<file path="src/rtl/counter_seq_monitor_if.sv">
// Bundle between an observed up-counter and its sequence monitor; cnt_en exists only with CNT_MON_HOLD_EN.
// master drives the observed counter signals and clr, slave is the monitor producing the status outputs.
interface counter_seq_monitor_if #(
  parameter int WIDTH      = 4,
  parameter int ERR_CNT_W  = 8,
  parameter int WRAP_CNT_W = 16
);
  logic [WIDTH-1:0]      cnt_in;
  logic                  cnt_rst;
  logic                  clr;
`ifdef CNT_MON_HOLD_EN
  logic                  cnt_en;
`endif
  logic                  locked;
  logic                  err_pulse;
  logic                  err_sticky;
  logic [ERR_CNT_W-1:0]  err_count;
  logic [WRAP_CNT_W-1:0] wrap_count;
  logic [WIDTH-1:0]      rise_seen;
  logic [WIDTH-1:0]      fall_seen;
  logic                  full_toggle;

`ifdef CNT_MON_HOLD_EN
  modport master (
    output cnt_in, cnt_rst, clr, cnt_en,
    input  locked, err_pulse, err_sticky, err_count, wrap_count,
           rise_seen, fall_seen, full_toggle
  );
  modport slave (
    input  cnt_in, cnt_rst, clr, cnt_en,
    output locked, err_pulse, err_sticky, err_count, wrap_count,
           rise_seen, fall_seen, full_toggle
  );
`else
  modport master (
    output cnt_in, cnt_rst, clr,
    input  locked, err_pulse, err_sticky, err_count, wrap_count,
           rise_seen, fall_seen, full_toggle
  );
  modport slave (
    input  cnt_in, cnt_rst, clr,
    output locked, err_pulse, err_sticky, err_count, wrap_count,
           rise_seen, fall_seen, full_toggle
  );
`endif
endinterface

</file>
<file path="src/rtl/counter_seq_monitor.sv">
// Passive up-counter sequence checker; CNT_MON_HOLD_EN adds cnt_en so held values are legal.
// Outputs are registered, visible one cycle after the sampled edge; never applies backpressure.
module counter_seq_monitor #(
  parameter int WIDTH      = 4,
  parameter int ERR_CNT_W  = 8,
  parameter int WRAP_CNT_W = 16
) (
  input  logic                  clk,
  input  logic                  rst,
  counter_seq_monitor_if.slave  mon
);

  typedef enum logic {
    UNLOCKED = 1'b0,
    LOCKED   = 1'b1
  } state_t;

  localparam logic [WIDTH-1:0] MAX_VAL = '1;

  state_t                state;
  logic [WIDTH-1:0]      last_val;
  logic                  last_rst;
`ifdef CNT_MON_HOLD_EN
  logic                  last_en;
`endif
  logic                  locked;
  logic                  err_pulse;
  logic                  err_sticky;
  logic [ERR_CNT_W-1:0]  err_count;
  logic [WRAP_CNT_W-1:0] wrap_count;
  logic [WIDTH-1:0]      rise_seen;
  logic [WIDTH-1:0]      fall_seen;

  logic [WIDTH-1:0]      exp_val;
  logic                  advancing;
  logic                  mismatch;
  logic                  wrap_hit;
  logic [WIDTH-1:0]      rise_hit;
  logic [WIDTH-1:0]      fall_hit;

  always_comb begin
`ifdef CNT_MON_HOLD_EN
    advancing = last_en;
`else
    advancing = 1'b1;
`endif
    if (last_rst) begin
      exp_val = '0;
    end else if (advancing) begin
      exp_val = last_val + WIDTH'(1);
    end else begin
      exp_val = last_val;
    end
    mismatch = (state == LOCKED) && (mon.cnt_in != exp_val);
    // A return to zero forced by the counter's own reset is not a wrap.
    wrap_hit = (state == LOCKED) && !last_rst && advancing &&
               (last_val == MAX_VAL) && (mon.cnt_in == '0);
    rise_hit = '0;
    fall_hit = '0;
    if ((state == LOCKED) && advancing) begin
      rise_hit = ~last_val & mon.cnt_in;
      fall_hit = last_val & ~mon.cnt_in;
    end
  end

  always_ff @(posedge clk or negedge rst) begin
    if (!rst) begin
      state      <= UNLOCKED;
      last_val   <= '0;
      last_rst   <= 1'b0;
`ifdef CNT_MON_HOLD_EN
      last_en    <= 1'b0;
`endif
      locked     <= 1'b0;
      err_pulse  <= 1'b0;
      err_sticky <= 1'b0;
      err_count  <= '0;
      wrap_count <= '0;
      rise_seen  <= '0;
      fall_seen  <= '0;
    end else begin
      // Always re-seed from the sample, so one glitched value costs two errors.
      last_val <= mon.cnt_in;
      last_rst <= mon.cnt_rst;
`ifdef CNT_MON_HOLD_EN
      last_en  <= mon.cnt_en;
`endif
      case (state)
        UNLOCKED: begin
          if (!mon.cnt_rst) begin
            state  <= LOCKED;
            locked <= 1'b1;
          end
        end
        LOCKED: begin
          state  <= LOCKED;
          locked <= 1'b1;
        end
        default: begin
          state  <= UNLOCKED;
          locked <= 1'b0;
        end
      endcase

      if (mon.clr) begin
        err_pulse  <= 1'b0;
        err_sticky <= 1'b0;
        err_count  <= '0;
        wrap_count <= '0;
        rise_seen  <= '0;
        fall_seen  <= '0;
      end else begin
        err_pulse <= mismatch;
        if (mismatch) begin
          err_sticky <= 1'b1;
          if (err_count != '1) begin
            err_count <= err_count + ERR_CNT_W'(1);
          end
        end
        if (wrap_hit && (wrap_count != '1)) begin
          wrap_count <= wrap_count + WRAP_CNT_W'(1);
        end
        rise_seen <= rise_seen | rise_hit;
        fall_seen <= fall_seen | fall_hit;
      end
    end
  end

  assign mon.locked      = locked;
  assign mon.err_pulse   = err_pulse;
  assign mon.err_sticky  = err_sticky;
  assign mon.err_count   = err_count;
  assign mon.wrap_count  = wrap_count;
  assign mon.rise_seen   = rise_seen;
  assign mon.fall_seen   = fall_seen;
  assign mon.full_toggle = (&rise_seen) & (&fall_seen);

endmodule
</file>
<file path="src/flat_wrapper.sv">
// flat-port wrapper written by rule: the top's interface ports become plain ports
module counter_seq_monitor_flat 
#(
  parameter int WIDTH      = 4,
  parameter int ERR_CNT_W  = 8,
  parameter int WRAP_CNT_W = 16
)
  (clk, rst, mon_cnt_in, mon_cnt_rst, mon_clr, mon_locked, mon_err_pulse, mon_err_sticky, mon_err_count, mon_wrap_count, mon_rise_seen, mon_fall_seen, mon_full_toggle);
  counter_seq_monitor_if #(.WIDTH(WIDTH), .ERR_CNT_W(ERR_CNT_W), .WRAP_CNT_W(WRAP_CNT_W)) mon_i ();
  input  logic clk;
  input  logic rst;
  input wire logic [$bits(mon_i.cnt_in)-1:0] mon_cnt_in;
  input wire logic [$bits(mon_i.cnt_rst)-1:0] mon_cnt_rst;
  input wire logic [$bits(mon_i.clr)-1:0] mon_clr;
  output wire logic [$bits(mon_i.locked)-1:0] mon_locked;
  output wire logic [$bits(mon_i.err_pulse)-1:0] mon_err_pulse;
  output wire logic [$bits(mon_i.err_sticky)-1:0] mon_err_sticky;
  output wire logic [$bits(mon_i.err_count)-1:0] mon_err_count;
  output wire logic [$bits(mon_i.wrap_count)-1:0] mon_wrap_count;
  output wire logic [$bits(mon_i.rise_seen)-1:0] mon_rise_seen;
  output wire logic [$bits(mon_i.fall_seen)-1:0] mon_fall_seen;
  output wire logic [$bits(mon_i.full_toggle)-1:0] mon_full_toggle;
  assign mon_i.cnt_in = mon_cnt_in;
  assign mon_i.cnt_rst = mon_cnt_rst;
  assign mon_i.clr = mon_clr;
  assign mon_locked = mon_i.locked;
  assign mon_err_pulse = mon_i.err_pulse;
  assign mon_err_sticky = mon_i.err_sticky;
  assign mon_err_count = mon_i.err_count;
  assign mon_wrap_count = mon_i.wrap_count;
  assign mon_rise_seen = mon_i.rise_seen;
  assign mon_fall_seen = mon_i.fall_seen;
  assign mon_full_toggle = mon_i.full_toggle;
  counter_seq_monitor #(.WIDTH(WIDTH), .ERR_CNT_W(ERR_CNT_W), .WRAP_CNT_W(WRAP_CNT_W)) u_core (.clk(clk), .rst(rst), .mon(mon_i));
endmodule
</file>
<file path="config.mk">
export PLATFORM = sky130hd
export DESIGN_NAME = counter_seq_monitor_flat
export DESIGN_NICKNAME = d
export VERILOG_FILES = /design/src/rtl/counter_seq_monitor_if.sv /design/src/rtl/counter_seq_monitor.sv /design/src/flat_wrapper.sv
export SDC_FILE = /design/constraint.sdc
export NUM_CORES = 1
export LEC_CHECK = 0
export BUFFER_PORTS_ARGS = -buffer_cell sky130_fd_sc_hd__buf_2
export CAP_MARGIN = 15
export CORE_AREA = 10 10 79 81
export DETAILED_ROUTE_END_ITERATION = 12
export DIE_AREA = 0 0 89 91
export PLACE_DENSITY = 0.77
export SLEW_MARGIN = 5
export SYNTH_ARGS = -nofsm -noshare
export SYNTH_HDL_FRONTEND = slang
export SYNTH_SLANG_ARGS = --single-unit
export TNS_END_PERCENT = 10
</file>
<file path="constraint.sdc">
create_clock -name clk -period 3.1 [get_ports clk]
set_input_delay 0.62 -clock clk [delete_from_list [all_inputs] [get_ports clk]]
set_output_delay 0.62 -clock clk [all_outputs]
set_load 0.01 [all_outputs]
</file>
==> flow_summary.ini, run 1 <==
[placed_design]
placed_area_um2 = 2310
placed_cells = 296
portBuffers = 43
gp_congestion = 0.788
dp_hpwl_mm = 3.31

[synth]
synth_common_cells = dfrtp_1, nor2_1, nand2_1
yosysSeqAreaShare_pct = 49.6
synth-simple-area-share_pct = 26.3
ys_seq_elements = 41
synth_compound_area_share_pct = 7.99
synth.net_count = 217
synthTopCellsByArea = dfrtp_1, nor2_1, xor2_1
synth_top_family_by_area = simple AND/OR/NAND/NOR gates
ys_async_sr_fraction_pct = 100
ys.flop_type = dfrtp_1
synth_edf_count = 0
synthXorXnorAreaFrac_pct = 7.20
synthAdderAreaFrac_pct = 1.81
syn_inst = 206
synth_top_cell_by_area = dfrtp_1
yosysMostFrequentCell = dfrtp_1
syn_area_um2 = 2070
synth.avg_cell_area_um2 = 10.0
synth.distinct_cells = 43
muxShareOfSynthArea_pct = 3.15
yosys_warnings = 0
synth_top_area_share_pct = 49.6

[layout]
syn2layout_area_growth_pct = 15.7
drive_above_1_share_pct = 25.7
final_nets = 260
utilization_pct = 51.4
fill_cells = 458
diodes = 0
instances_no_fill = 303
final_cell_area_um2 = 2390

[timing]
period_needed_ns = 2.29
slew_headroom_pct = 40.0
finClkSkew_ns = 0.00643
min_period_over_period_pct = 73.8
tns_ns = 0
fmax_mhz = 437
worstMarginPinSlew_ns = 0.900
final_hold_viol_count = 0
slew_viol_final = 0
setup_violations = 0
rsz0062_at_grt = no

[die]
die_x_um = 89
dieArea_um2 = 8100
core_um2 = 4660
die_y_um = 91
ios = 44
std_cell_rows = 25
start_util_pct = 44.4

[worst_setup_path]
end_kind = flip-flop
cp-start-kind = flip-flop
crit_fanout = 11
path_class = reg2reg
reg2regPathDepth = 7
arrival_ns = 2.46
cp.required_ns = 3.28

[pwr]
p_total_mw = 1.01
ir_worst_vdd_mv = 0.168
powerDensity_nw_per_um2 = 424
p_leak_nw = 1.14

[drt]
wirelength_mm = 4.52
drt_pass1_iterations = 4
drt-wirelength-per-cell_um = 14.9
via_per_inst = 5.42
drc = 0
via_count = 1641
first_iter_violations = 74
ant_nets = 0

[hold_path]
hold_depth = 1
min_path_type = in2reg

[clock_tree]
cts_resized = 0
cts_setup_buffers = 0
cts_max_level = 2
clock-sinks = 41
cts_tree = yes
clockBufferDepth = 2
root_buffer = clkbuf_8
clk_latency_ns = 0.29
cts_hold_buf = 0
cts_buffers = 5
clk_pin_slew_ns = 0.07

[grt]
grt_max_degree = 42
track_usage_pct = 12.1
grt_pass1_wl_mm = 7.87
antenna_found_initial = 0
grt_pass1_vias = 1630
use_met1_pct = 14.0
grt.overflow.total = 0
grt_use_met3_pct = 3.57
top_usage_layer = met2
grtUsageMet2_pct = 19.4

[run_status]
status = finished, final reports clean

[job]
maxCapViolCount = 0
## sequential cells by signal (all words and copies together) (netlist names)
register and flops:
u_core.last_rst 1, u_core.last_val 4, u_core.mon.err_count 8, u_core.mon.err_pulse 1, u_core.mon.err_sticky 1, u_core.mon.fall_seen 4, u_core.mon.locked 1, u_core.mon.rise_seen 4
u_core.mon.wrap_count 16, u_core.state 1
## through the flow
| stage | worst slack [ns] | hold slack (ns) |
|---|---|---|
| 2_1_floorplan | 0.935 | 0.324 |
| 3_3_place_gp | 0.720 | 0.450 |
| 3_5_place_dp | 0.664 | 0.449 |
| 4_1_cts | 0.798 | 0.433 |
| 5_1_grt | 0.687 | 0.441 |
| 6_report | 0.813 | 0.444 |
## where the power goes
part           switching [mW]  internal, mW  leakage (nW)
logic                  0.0577        0.0368         0.559
registers              0.0178         0.551         0.538
clock network           0.173         0.177        0.0443
total                   0.249         0.765          1.14
## kinds of logic after synthesis
family          Yosys count
flops                    41
xor+xnor                 17
compound gates           25
mux                       6
buf+inv                  17
simple gates             97
fa+ha+maj                 3
## cell type report
type                    count  area (um2)  share of cell area [%]
repair buffers             43         215                    8.99
flip-flops and latches     41        1030                    42.9
inverters                  10        37.5                    1.57
well taps                  54        67.6                    2.82
multi-input cells         148         961                    40.1
clock buffers               7        86.3                    3.61
## path summary, 6_finish.rpt
kind | start | endpoint | slack, ns
max | u_core.last_val[0] | u_core.mon.err_count[0] | 0.81
min | mon_cnt_rst | u_core.last_rst | 0.44
max reg2reg | u_core.last_val[0] | u_core.mon.err_count[0] | 0.81
min reg2reg | u_core.mon.locked | u_core.mon.locked | 0.47
max in group asynchronous | rst | u_core.mon.err_count[0] | 2.08
min in group asynchronous | rst | u_core.mon.err_count[6] | 0.46
## cells in the final DEF (no fill, tap or decap), types with 6 or more instances in the layout
cell	instances
nor2_1	32
nand4_1	10
clkbuf_8	6
xnor2_1	6
nand2_1	12
a21oi_1	6
nand3_1	8
dfrtp_1	41
xor2_1	11
inv_1	10
a31oi_1	9
buf_2	43
## worst max-delay path: stages, from the launching register on
cell and delay (ns):
dfrtp_1 0.45, ha_1 0.35, nor4b_1 0.06, a31oi_1 0.14, o32ai_1 0.11, and4bb_1 0.32
nor3b_1 0.37, mux2_2 0.38
## layer usage
layer,share of wire [%],routed length [um]
met3,7.7,349
met2,48,2190
met1,42,1890
met4,2.2,98
met5,0,0
Power figures use the tool's default switching activity.
==> inputs of run 2 (changes only) <==
--- a/config.mk
+++ b/config.mk
@@ -10,7 +10,7 @@
 export CORE_AREA = 10 10 79 81
 export DETAILED_ROUTE_END_ITERATION = 12
 export DIE_AREA = 0 0 89 91
-export PLACE_DENSITY = 0.77
+export PLACE_DENSITY = 0.79
 export SLEW_MARGIN = 5
 export SYNTH_ARGS = -nofsm -noshare
 export SYNTH_HDL_FRONTEND = slang
==> constraint.sdc (replaced) <==
create_clock -name clk -period 1.9 [get_ports clk]
set_input_delay 0.38 -clock clk [delete_from_list [all_inputs] [get_ports clk]]
set_output_delay 0.38 -clock clk [all_outputs]
set_load 0.01 [all_outputs]
==> run 2 against run 1 <==
Critical path type unchanged. Critical endpoint is now u_core.mon.err_count[5]. Worst setup slack got worse by 0.90 ns. The flow now finishes with violations (negative setup slack). Clock power is 78% higher. Largest cell class is now multi-input gates. Non-clock buffer count is 20 higher.
==> flow_summary.ini, run 2 (synthesis results as in run 1) <==
[run_status]
status = finished, violations left
violations = negative setup slack

[worst_setup_path]
path_cells = ha_4 > inv_1 > a21oi_1 > o32ai_1 > and4bb_4 > or4_1 > a21oi_1
arrival_ns = 2.21
end_kind = flip-flop
crit_slowest_cell = or4_1
cp_slowest_stage_delay_ns = 0.51
cp.depth = 7
crit_fanout = 5
cp-start-kind = flip-flop
cp_top_family = simple AND/OR/NAND/NOR gates
cpMostUsedCell = a21oi_1
cp.required_ns = 2.12
path_class = reg2reg
cp_num_buf_inv = 1
reg2regPathDepth = 7

[placed_design]
place_ws_ns = -0.191
placed_cells = 315
gp_congestion = 0.847
portBuffers = 43
dp_hpwl_mm = 3.48
placed_area_um2 = 2490

[pwr]
switching_share_pct = 24.7
powerDensity_nw_per_um2 = 655
p_total_mw = 1.75
p_int_mw = 1.32
power_frac_seq_pct = 53.0
ir_worst_vdd_mv = 0.340
p_leak_nw = 1.29
p_switching_mw = 0.431
combPwrFrac_pct = 11.3
pwr-share-clk_pct = 35.7

[drt]
drt-wirelength-per-cell_um = 14.8
via_count = 1744
drc = 0
drt_pass1_iterations = 5
first_iter_violations = 63
ant_nets = 0
wirelength_mm = 4.81
via_per_inst = 5.37

[timing]
worst_slack_ns = -0.0869
tns_ns = -0.497
fmax_mhz = 503
slew_headroom_pct = 65.5
period_needed_ns = 1.99
finClkSkew_ns = 0.00566
min_period_over_period_pct = 105
rsz0062_at_grt = yes
setup_violations = 12
final_hold_viol_count = 0
worstMarginPinSlew_ns = 0.517
slew_viol_final = 0

[layout]
diodes = 0
top_regs = u_core.mon.wrap_count x16, u_core.mon.err_count x8
final_cell_area_um2 = 2670
most-common-layout-cells = buf_2, dfrtp_1, nor2_1
instances_no_fill = 325
fill_cells = 416
final_nets = 281
drive_above_1_share_pct = 36.5
layout_commonest_cell = buf_2
largest_register = u_core.mon.wrap_count
largest_reg_flops = 16
syn2layout_area_growth_pct = 29.0

[die]
std_cell_rows = 25
dieArea_um2 = 8100
core_um2 = 4660
start_util_pct = 44.4
ios = 44
die_y_um = 91
die_x_um = 89

[grt]
track_usage_pct = 12.5
grt.overflow.total = 0
antenna_found_initial = 0
grt_max_degree = 42
grt_pass1_wl_mm = 8.29
grt_pass1_vias = 1781

[clock_tree]
cts_hold_buf = 0
clk_latency_ns = 0.29
clock-sinks = 41
root_buffer = clkbuf_8
clk_pin_slew_ns = 0.08
cts_max_level = 2
cts_buffers = 5
clockBufferDepth = 2
cts_tree = yes

[job]
maxCapViolCount = 0

[hold_path]
min_path_type = in2async
run 2: cell count changes in the layout (fill, tap and decap cells not counted), moves of 2 or more:
| cell | delta |
|---|---|
| buf_4 | +19 |
| nor3_2 | +2 |
| nor3_1 | -2 |
| nor4b_1 | -2 |
| nor4b_2 | +2 |
run 2: layout make-up:
class | instances | area, um2 | area share (%)
clock buffers | 7 | 96.3 | 3.61
clock inverters | 1 | 5.00 | 0.188
inverters | 10 | 37.5 | 1.41
multi-input cells | 149 | 1070 | 39.9
flip-flops and latches | 41 | 1030 | 38.5
well taps | 54 | 67.6 | 2.53
repair buffers | 63 | 369 | 13.8
run 2: what timing repair did:
action	in CTS	in global routing
endpoints found under the setup margin	25	25
pin swaps	12	6
gates resized for setup	9	5
setup buffers	1	0
gates cloned	1	0
endpoints found under the hold margin	0	0
run 2: per-stage QoR:
stage | utilization, % | hold WS, ns
after detailed placement | 53.4 | 0.456
after global placement | 53.4 | 0.448
final | 57.3 | 0.139
after global routing | 57.3 | 0.186
after CTS | 57.0 | 0.156
after floorplan | - | 0.0844
run 2: worst paths after layout:
| check | slack (ns) | startpoint | endpoint |
|---|---|---|---|
| max | -0.09 | u_core.last_val[0] | u_core.mon.err_count[5] |
| min | 0.14 | rst | u_core.mon.wrap_count[11] |
| max reg2reg | -0.09 | u_core.last_val[0] | u_core.mon.err_count[5] |
| min reg2reg | 0.48 | u_core.mon.locked | u_core.mon.locked |
| max in group asynchronous | 1.37 | rst | u_core.last_val[0] |
| min in group clk | 0.21 | mon_cnt_rst | u_core.last_rst |
run 2: power by group through the flow:
stage                     combinational, mW  clock (mW)  sequential [mW]
after floorplan                      0.0879           0            0.952
after global placement                0.181           0            0.942
after detailed placement              0.185           0            0.943
after CTS                             0.197       0.646            0.926
after global routing                  0.224       0.685            0.931
final                                 0.198       0.623            0.926
run 2: worst reg2reg max path: stages, from the launching register on:
cell and delay [ns]:
dfrtp_2 0.43, ha_4 0.29, inv_1 0.04, a21oi_1 0.15
o32ai_1 0.11, and4bb_4 0.25, or4_1 0.51, a21oi_1 0.15
run 2: layer usage:
layer | vias to the layer above | share of wire, % | wire (um) | global-route usage [%]
met3 | 6 | 6.5 | 312 | 4.74
met2 | 34 | 48 | 2300 | 20.3
li1 | 850 | - | - | -
met5 | - | 0 | 0 | 0
met1 | 854 | 45 | 2150 | 14.9
met4 | 0 | 1.0 | 50 | 3.58
